==> src/rtl/irq_controller_if.sv <==
// Bus bundle between the interrupt controller, its peripherals and the CPU.
// slave : seen from the controller; master : seen from the CPU/peripheral side.
interface irq_controller_if #(
  parameter int N_SRC = 4
);
  logic [N_SRC-1:0] irqIn;
  logic             read;
  logic             write;
  logic [1:0]       addr;
  logic [31:0]      dataIn;
  logic [31:0]      dataOut;
  logic             cpuIRQ;
  logic             intAck;
  logic [N_SRC-1:0] srcRead;

  modport slave (
    input  irqIn, read, write, addr, dataIn, intAck,
    output dataOut, cpuIRQ, srcRead
  );

  modport master (
    output irqIn, read, write, addr, dataIn, intAck,
    input  dataOut, cpuIRQ, srcRead
  );
endinterface

==> src/rtl/irq_controller.sv <==
// Fixed-priority interrupt controller: latches peripheral IRQs into PENDING,
// masks with ENABLE, raises one CPU request, and on EOI pulses srcRead to the
// serviced source. Index 0 has the highest priority.
// Build option IRQC_EDGE_EN: when defined, PENDING sets on irqIn rising edges;
// otherwise PENDING sets every cycle an irqIn line is high (level mode).
module irq_controller #(
  parameter int N_SRC = 4
) (
  input  logic             clk,
  input  logic             rst,
  irq_controller_if.slave  bus
);

  typedef enum logic [1:0] {IDLE, REQ, SERVICE} state_t;

  localparam logic [1:0] A_ENABLE  = 2'd0;
  localparam logic [1:0] A_PENDING = 2'd1;
  localparam logic [1:0] A_ID      = 2'd2;
  localparam logic [1:0] A_EOI     = 2'd3;

  state_t           state_q, state_d;
  logic [N_SRC-1:0] enable_q, enable_d;
  logic [N_SRC-1:0] pending_q, pending_d;
  logic [N_SRC-1:0] srcRead_q, srcRead_d;
  logic [2:0]       id_q, id_d;
  logic [31:0]      dataOut_q, dataOut_d;

  logic [N_SRC-1:0] set_vec;
  logic [N_SRC-1:0] cand;
  logic [N_SRC-1:0] w1c;
  logic [N_SRC-1:0] ack_clr;
  logic [2:0]       win;
  logic             eoi;
  logic             ack_take;
  logic             unused_data;

  // Lowest set index wins.
  function automatic logic [2:0] pick_winner(input logic [N_SRC-1:0] c);
    logic [2:0] w;
    w = 3'd0;
    for (int i = N_SRC - 1; i >= 0; i--) begin
      if (c[i]) w = 3'(i);
    end
    return w;
  endfunction

  function automatic logic [N_SRC-1:0] onehot(input logic [2:0] idx);
    logic [N_SRC-1:0] v;
    v = '0;
    for (int i = 0; i < N_SRC; i++) begin
      if (3'(i) == idx) v[i] = 1'b1;
    end
    return v;
  endfunction

`ifdef IRQC_EDGE_EN
  logic [N_SRC-1:0] prevIrq_q;

  // Previous irqIn sample for rising-edge detection.
  always_ff @(posedge clk) begin
    if (!rst) prevIrq_q <= '0;
    else      prevIrq_q <= bus.irqIn;
  end

  assign set_vec = bus.irqIn & ~prevIrq_q;
`else
  assign set_vec = bus.irqIn;
`endif

  assign unused_data = ^bus.dataIn[31:N_SRC];
  assign cand        = pending_q & enable_q;
  assign win         = pick_winner(cand);
  assign eoi         = bus.write && (bus.addr == A_EOI);
  // An acknowledge only counts in REQ while something is still requesting.
  assign ack_take    = (state_q == REQ) && (cand != '0) && bus.intAck;
  assign ack_clr     = ack_take ? onehot(win) : '0;
  assign w1c         = (bus.write && (bus.addr == A_PENDING)) ? bus.dataIn[N_SRC-1:0] : '0;

  // Register next-state: set beats any same-cycle clear; reads use pre-write values.
  always_comb begin
    enable_d  = enable_q;
    pending_d = set_vec | (pending_q & ~(w1c | ack_clr));
    dataOut_d = dataOut_q;
    if (bus.write && (bus.addr == A_ENABLE)) enable_d = bus.dataIn[N_SRC-1:0];
    if (bus.read) begin
      dataOut_d = '0;
      case (bus.addr)
        A_ENABLE:  dataOut_d[N_SRC-1:0] = enable_q;
        A_PENDING: dataOut_d[N_SRC-1:0] = pending_q;
        A_ID:      if (state_q == SERVICE) dataOut_d = {1'b1, 28'b0, id_q};
        default:   dataOut_d = '0;
      endcase
    end
  end

  // FSM next-state, in-service id latch and EOI strobe.
  always_comb begin
    state_d   = state_q;
    id_d      = id_q;
    srcRead_d = '0;
    case (state_q)
      IDLE: begin
        if (cand != '0) state_d = REQ;
      end
      REQ: begin
        if (cand == '0) begin
          state_d = IDLE;
        end else if (bus.intAck) begin
          id_d    = win;
          state_d = SERVICE;
        end
      end
      SERVICE: begin
        if (eoi) begin
          srcRead_d = onehot(id_q);
          state_d   = IDLE;
        end
      end
      default: state_d = IDLE;
    endcase
  end

  // State and register update.
  always_ff @(posedge clk) begin
    if (!rst) begin
      state_q   <= IDLE;
      enable_q  <= '0;
      pending_q <= '0;
      srcRead_q <= '0;
      id_q      <= 3'd0;
      dataOut_q <= '0;
    end else begin
      state_q   <= state_d;
      enable_q  <= enable_d;
      pending_q <= pending_d;
      srcRead_q <= srcRead_d;
      id_q      <= id_d;
      dataOut_q <= dataOut_d;
    end
  end

  assign bus.cpuIRQ  = (state_q == REQ);
  assign bus.srcRead = srcRead_q;
  assign bus.dataOut = dataOut_q;

endmodule

==> src/flat_wrapper.sv <==
// flat-port wrapper written by rule: the top's interface ports become plain ports
module irq_controller_flat 
#(
  parameter int N_SRC = 4
)
  (clk, rst, bus_irqIn, bus_read, bus_write, bus_addr, bus_dataIn, bus_intAck, bus_dataOut, bus_cpuIRQ, bus_srcRead);
  irq_controller_if #(.N_SRC(N_SRC)) bus_i ();
  input  logic clk;
  input  logic rst;
  input wire logic [$bits(bus_i.irqIn)-1:0] bus_irqIn;
  input wire logic [$bits(bus_i.read)-1:0] bus_read;
  input wire logic [$bits(bus_i.write)-1:0] bus_write;
  input wire logic [$bits(bus_i.addr)-1:0] bus_addr;
  input wire logic [$bits(bus_i.dataIn)-1:0] bus_dataIn;
  input wire logic [$bits(bus_i.intAck)-1:0] bus_intAck;
  output wire logic [$bits(bus_i.dataOut)-1:0] bus_dataOut;
  output wire logic [$bits(bus_i.cpuIRQ)-1:0] bus_cpuIRQ;
  output wire logic [$bits(bus_i.srcRead)-1:0] bus_srcRead;
  assign bus_i.irqIn = bus_irqIn;
  assign bus_i.read = bus_read;
  assign bus_i.write = bus_write;
  assign bus_i.addr = bus_addr;
  assign bus_i.dataIn = bus_dataIn;
  assign bus_i.intAck = bus_intAck;
  assign bus_dataOut = bus_i.dataOut;
  assign bus_cpuIRQ = bus_i.cpuIRQ;
  assign bus_srcRead = bus_i.srcRead;
  irq_controller #(.N_SRC(N_SRC)) u_core (.clk(clk), .rst(rst), .bus(bus_i));
endmodule
==> config.mk <==
export PLATFORM = sky130hd
export DESIGN_NAME = irq_controller_flat
export DESIGN_NICKNAME = d
export VERILOG_FILES = /design/src/rtl/irq_controller_if.sv /design/src/rtl/irq_controller.sv /design/src/flat_wrapper.sv
export SDC_FILE = /design/constraint.sdc
export NUM_CORES = 1
export LEC_CHECK = 0
export ABC_AREA = 1
export BUFFER_PORTS_ARGS = -buffer_cell sky130_fd_sc_hd__buf_4
export CAP_MARGIN = 0
export CORE_MARGIN = 3
export CORE_UTILIZATION = 35
export CTS_CLUSTER_SIZE = 14
export DETAILED_ROUTE_END_ITERATION = 10
export GPL_TIMING_DRIVEN = 1
export MAX_ROUTING_LAYER = met4
export PLACE_DENSITY = 0.77
export SLEW_MARGIN = 20
export SYNTH_ARGS = -nofsm -noshare
export SYNTH_HDL_FRONTEND = slang
export SYNTH_SLANG_ARGS = --single-unit
==> constraint.sdc <==
create_clock -name clk -period 1 [get_ports clk]
set_input_delay 0.3 -clock clk [delete_from_list [all_inputs] [get_ports clk]]
set_output_delay 0.3 -clock clk [all_outputs]
set_load 0.05 [all_outputs]
==> reports/metrics.cfg <==
[synth]
avgSynthCellArea_um2 = 7.23
synth_area_mm2 = 0.00126
synth_seq_cells = 21
synth_seq_area_share = 0.334
synth_cell_types = 23
ys_warn_count = 0
synthCells = 174

[die]
dieArea_mm2 = 0.00435
boundaryPins = 80
die_width_um = 65.9
core_area_mm2 = 0.00339
core.rowCount = 21
initial_core_util = 0.371
die_h_um = 65.9

[clock_network]
clockBufferDepth = 2
cts_buffers = 3
cts_max_level = 1
clockRootBuffer = clkbuf_4
clkTransAtPathRegs_ns = 0.11
cts_num_sinks = 21
cts_hold_buf = 0
cts_tree = yes
clock_latency_ns = 0.30

[place]
portBuffers = 24
place_ws_ns = -0.139
gp_congestion = 0.853
place_hpwl_mm = 1.93
place_inst = 256

[power]
cell_internal_pwr_mw = 1.20
pwr_density_cell_mw_per_mm2 = 1140
p_clk_frac = 0.207
switching_share = 0.368
switchingPower_mw = 0.696
peakVddDrop_mv = 0.412
seq_power_share = 0.481
p_total_mw = 1.89
p_leak_nw = 0.861
pwr-share-comb = 0.312

[worst_setup_path]
crit_end = bus_cpuIRQ
critical_path_class = register to output port
r2r-start = u_core.state_q[1]$_SDFFE_PN0P_
rrSetupSlack_ns = -0.11
r2r_end = u_core.pending_q[1]$_SDFF_PN0_
critPathArrivalTime_ns = 0.98
reg2reg_depth = 7
crit_path_end_kind = output port
startpoint = u_core.state_q[1]$_SDFFE_PN0P_
required_ns = 0.70
path_max_fanout = 2
cp-start-kind = register

[finish]
area_delta_synth_final_pct = 31.7
drive_above_1_share = 0.431
area.sequential_um2 = 443
fillerInstances = 341
multi_input_area_um2 = 656
final_cells = 264
final_nets = 262
n_antenna_cell = 0

[outcome]
violations = negative setup slack
status = finished with violations

[sta]
max_freq_mhz = 782
setup_slack_ns = -0.279
whs_ns = 0.221
final_hold_viol_count = 0
finalClockSkew_ns = 0.00502
slew_violations = 0
finalSetupViolCount = 18
finalCritPeriodShare = 1.28
fin_crit_ns = 1.28
rsz0062_at_grt = true
finalSetupTns_ns = -1.74

[grt]
antenna_found_initial = 0
track_usage = 0.120
grt_max_degree = 13
grt_pass1_vias = 958
grt_pass1_wl_mm = 4.00
grt_overflow = 0

[drt]
drtPass1Iterations = 4
wl_per_cell_um = 9.41
drc = 0
drtIter0Drc = 37
vias_per_cell = 4.04
ant_nets = 0
dr_total_vias = 1066
routed_wl_mm = 2.48

[min_path]
hold_start = bus_irqIn[2]
min_path_type = input port to register
holdPathStages = 3

[job]
drv_cap = 0

-- critical path: stages, from the launching register on --
cell,delay (ns)
dfxtp_2,0.35
inv_2,0.05
nand2_4,0.06
clkinvlp_4,0.08
buf_8,0.15
-- power groups by stage --
| stage | combinational (mW) | sequential [mW] | clock (mW) |
|---|---|---|---|
| after global placement | 0.555 | 0.916 | 0 |
| after CTS | 0.582 | 0.907 | 0.421 |
| after detailed placement | 0.559 | 0.918 | 0 |
| after floorplan | 0.474 | 0.947 | 0 |
| after global routing | 0.630 | 0.914 | 0.459 |
| final | 0.591 | 0.910 | 0.392 |
-- area by class of cell --
type | count | share of cell area
clock inverter | 1 | 0.00302
tap | 46 | 0.0347
inverter | 24 | 0.0566
sequential | 21 | 0.267
timing repair buffer | 43 | 0.229
multi-input combinational | 126 | 0.396
clock buffer | 3 | 0.0136
-- flip-flops by register name, indices dropped and copies added (netlist names) --
name	count
u_core.bus.dataOut	5
u_core.bus.srcRead	4
u_core.enable_q	4
u_core.pending_q	4
u_core.id_q	2
u_core.state_q	2
-- cells by family (layout without fill, tap and decap cells) --
group	Yosys count	after routing	share of synthesized area
simple gates	77	77	0.306
buf+inv	53	71	0.246
compound gates	22	22	0.110
flops	21	21	0.334
other cells	1	27	0.00298
-- per-layer routing --
metal	up-vias	track usage	share of wire
li1	573	-	-
met1	461	0.146	0.44
met2	30	0.199	0.49
met3	2	0.0102	0.050
met4	0	0.0609	0.013
met5	-	-	0
-- Yosys cell counts, drive strengths merged --
library cell | number | area share
a211oi | 1 | 0.0099
nor3 | 5 | 0.029
dfxtp | 21 | 0.33
nand3 | 11 | 0.044
nand2 | 44 | 0.16
a31o | 1 | 0.0070
buf | 29 | 0.17
conb | 1 | 0.0030
nor2 | 17 | 0.073
a21oi | 11 | 0.050
o211ai | 1 | 0.0060
o21ai | 8 | 0.038
inv | 24 | 0.072
-- cell usage in the layout, fill, tap and decap left out, types with 3 or more instances in the layout --
cell type,instances
nor3_1,4
nand2_2,3
nand2_4,7
buf_4,33
inv_2,4
a21oi_2,4
nand3_1,11
dfxtp_2,18
conb_1,27
inv_1,19
clkbuf_4,3
dfxtp_1,3
nor2_4,3
o21ai_0,6
buf_6,5
a21oi_1,7
buf_8,5
nand2_1,34
nor2_1,12
-- stage by stage --
| stage | area [µm²] | utilization |
|---|---|---|
| after detailed placement | 1510 | 0.444 |
| after global routing | 1660 | 0.489 |
| final | 1660 | 0.489 |
| after floorplan | 1370 | - |
| after CTS | 1620 | 0.478 |
| after global placement | 1510 | 0.444 |
-- worst min-delay path by stage --
stage                                    endpoint  slack [ns]
5_1_grt            u_core.pending_q[2]$_SDFF_PN0_        0.21
3_3_place_gp   u_core.bus.dataOut[1]$_SDFFE_PN0P_        0.45
6_report           u_core.pending_q[2]$_SDFF_PN0_        0.22
2_1_floorplan      u_core.pending_q[2]$_SDFF_PN0_        0.43
3_5_place_dp   u_core.bus.dataOut[1]$_SDFFE_PN0P_        0.46
4_1_cts            u_core.pending_q[2]$_SDFF_PN0_        0.21
-- what timing repair did --
action                                  in CTS  in global routing
pin swaps                                    4                  6
buffers inserted                             2                  2
endpoints found under the hold margin        0                  0
gates resized for setup                     32                  6
endpoints found under the setup margin      20                 20
Power figures use the tool's default switching activity.
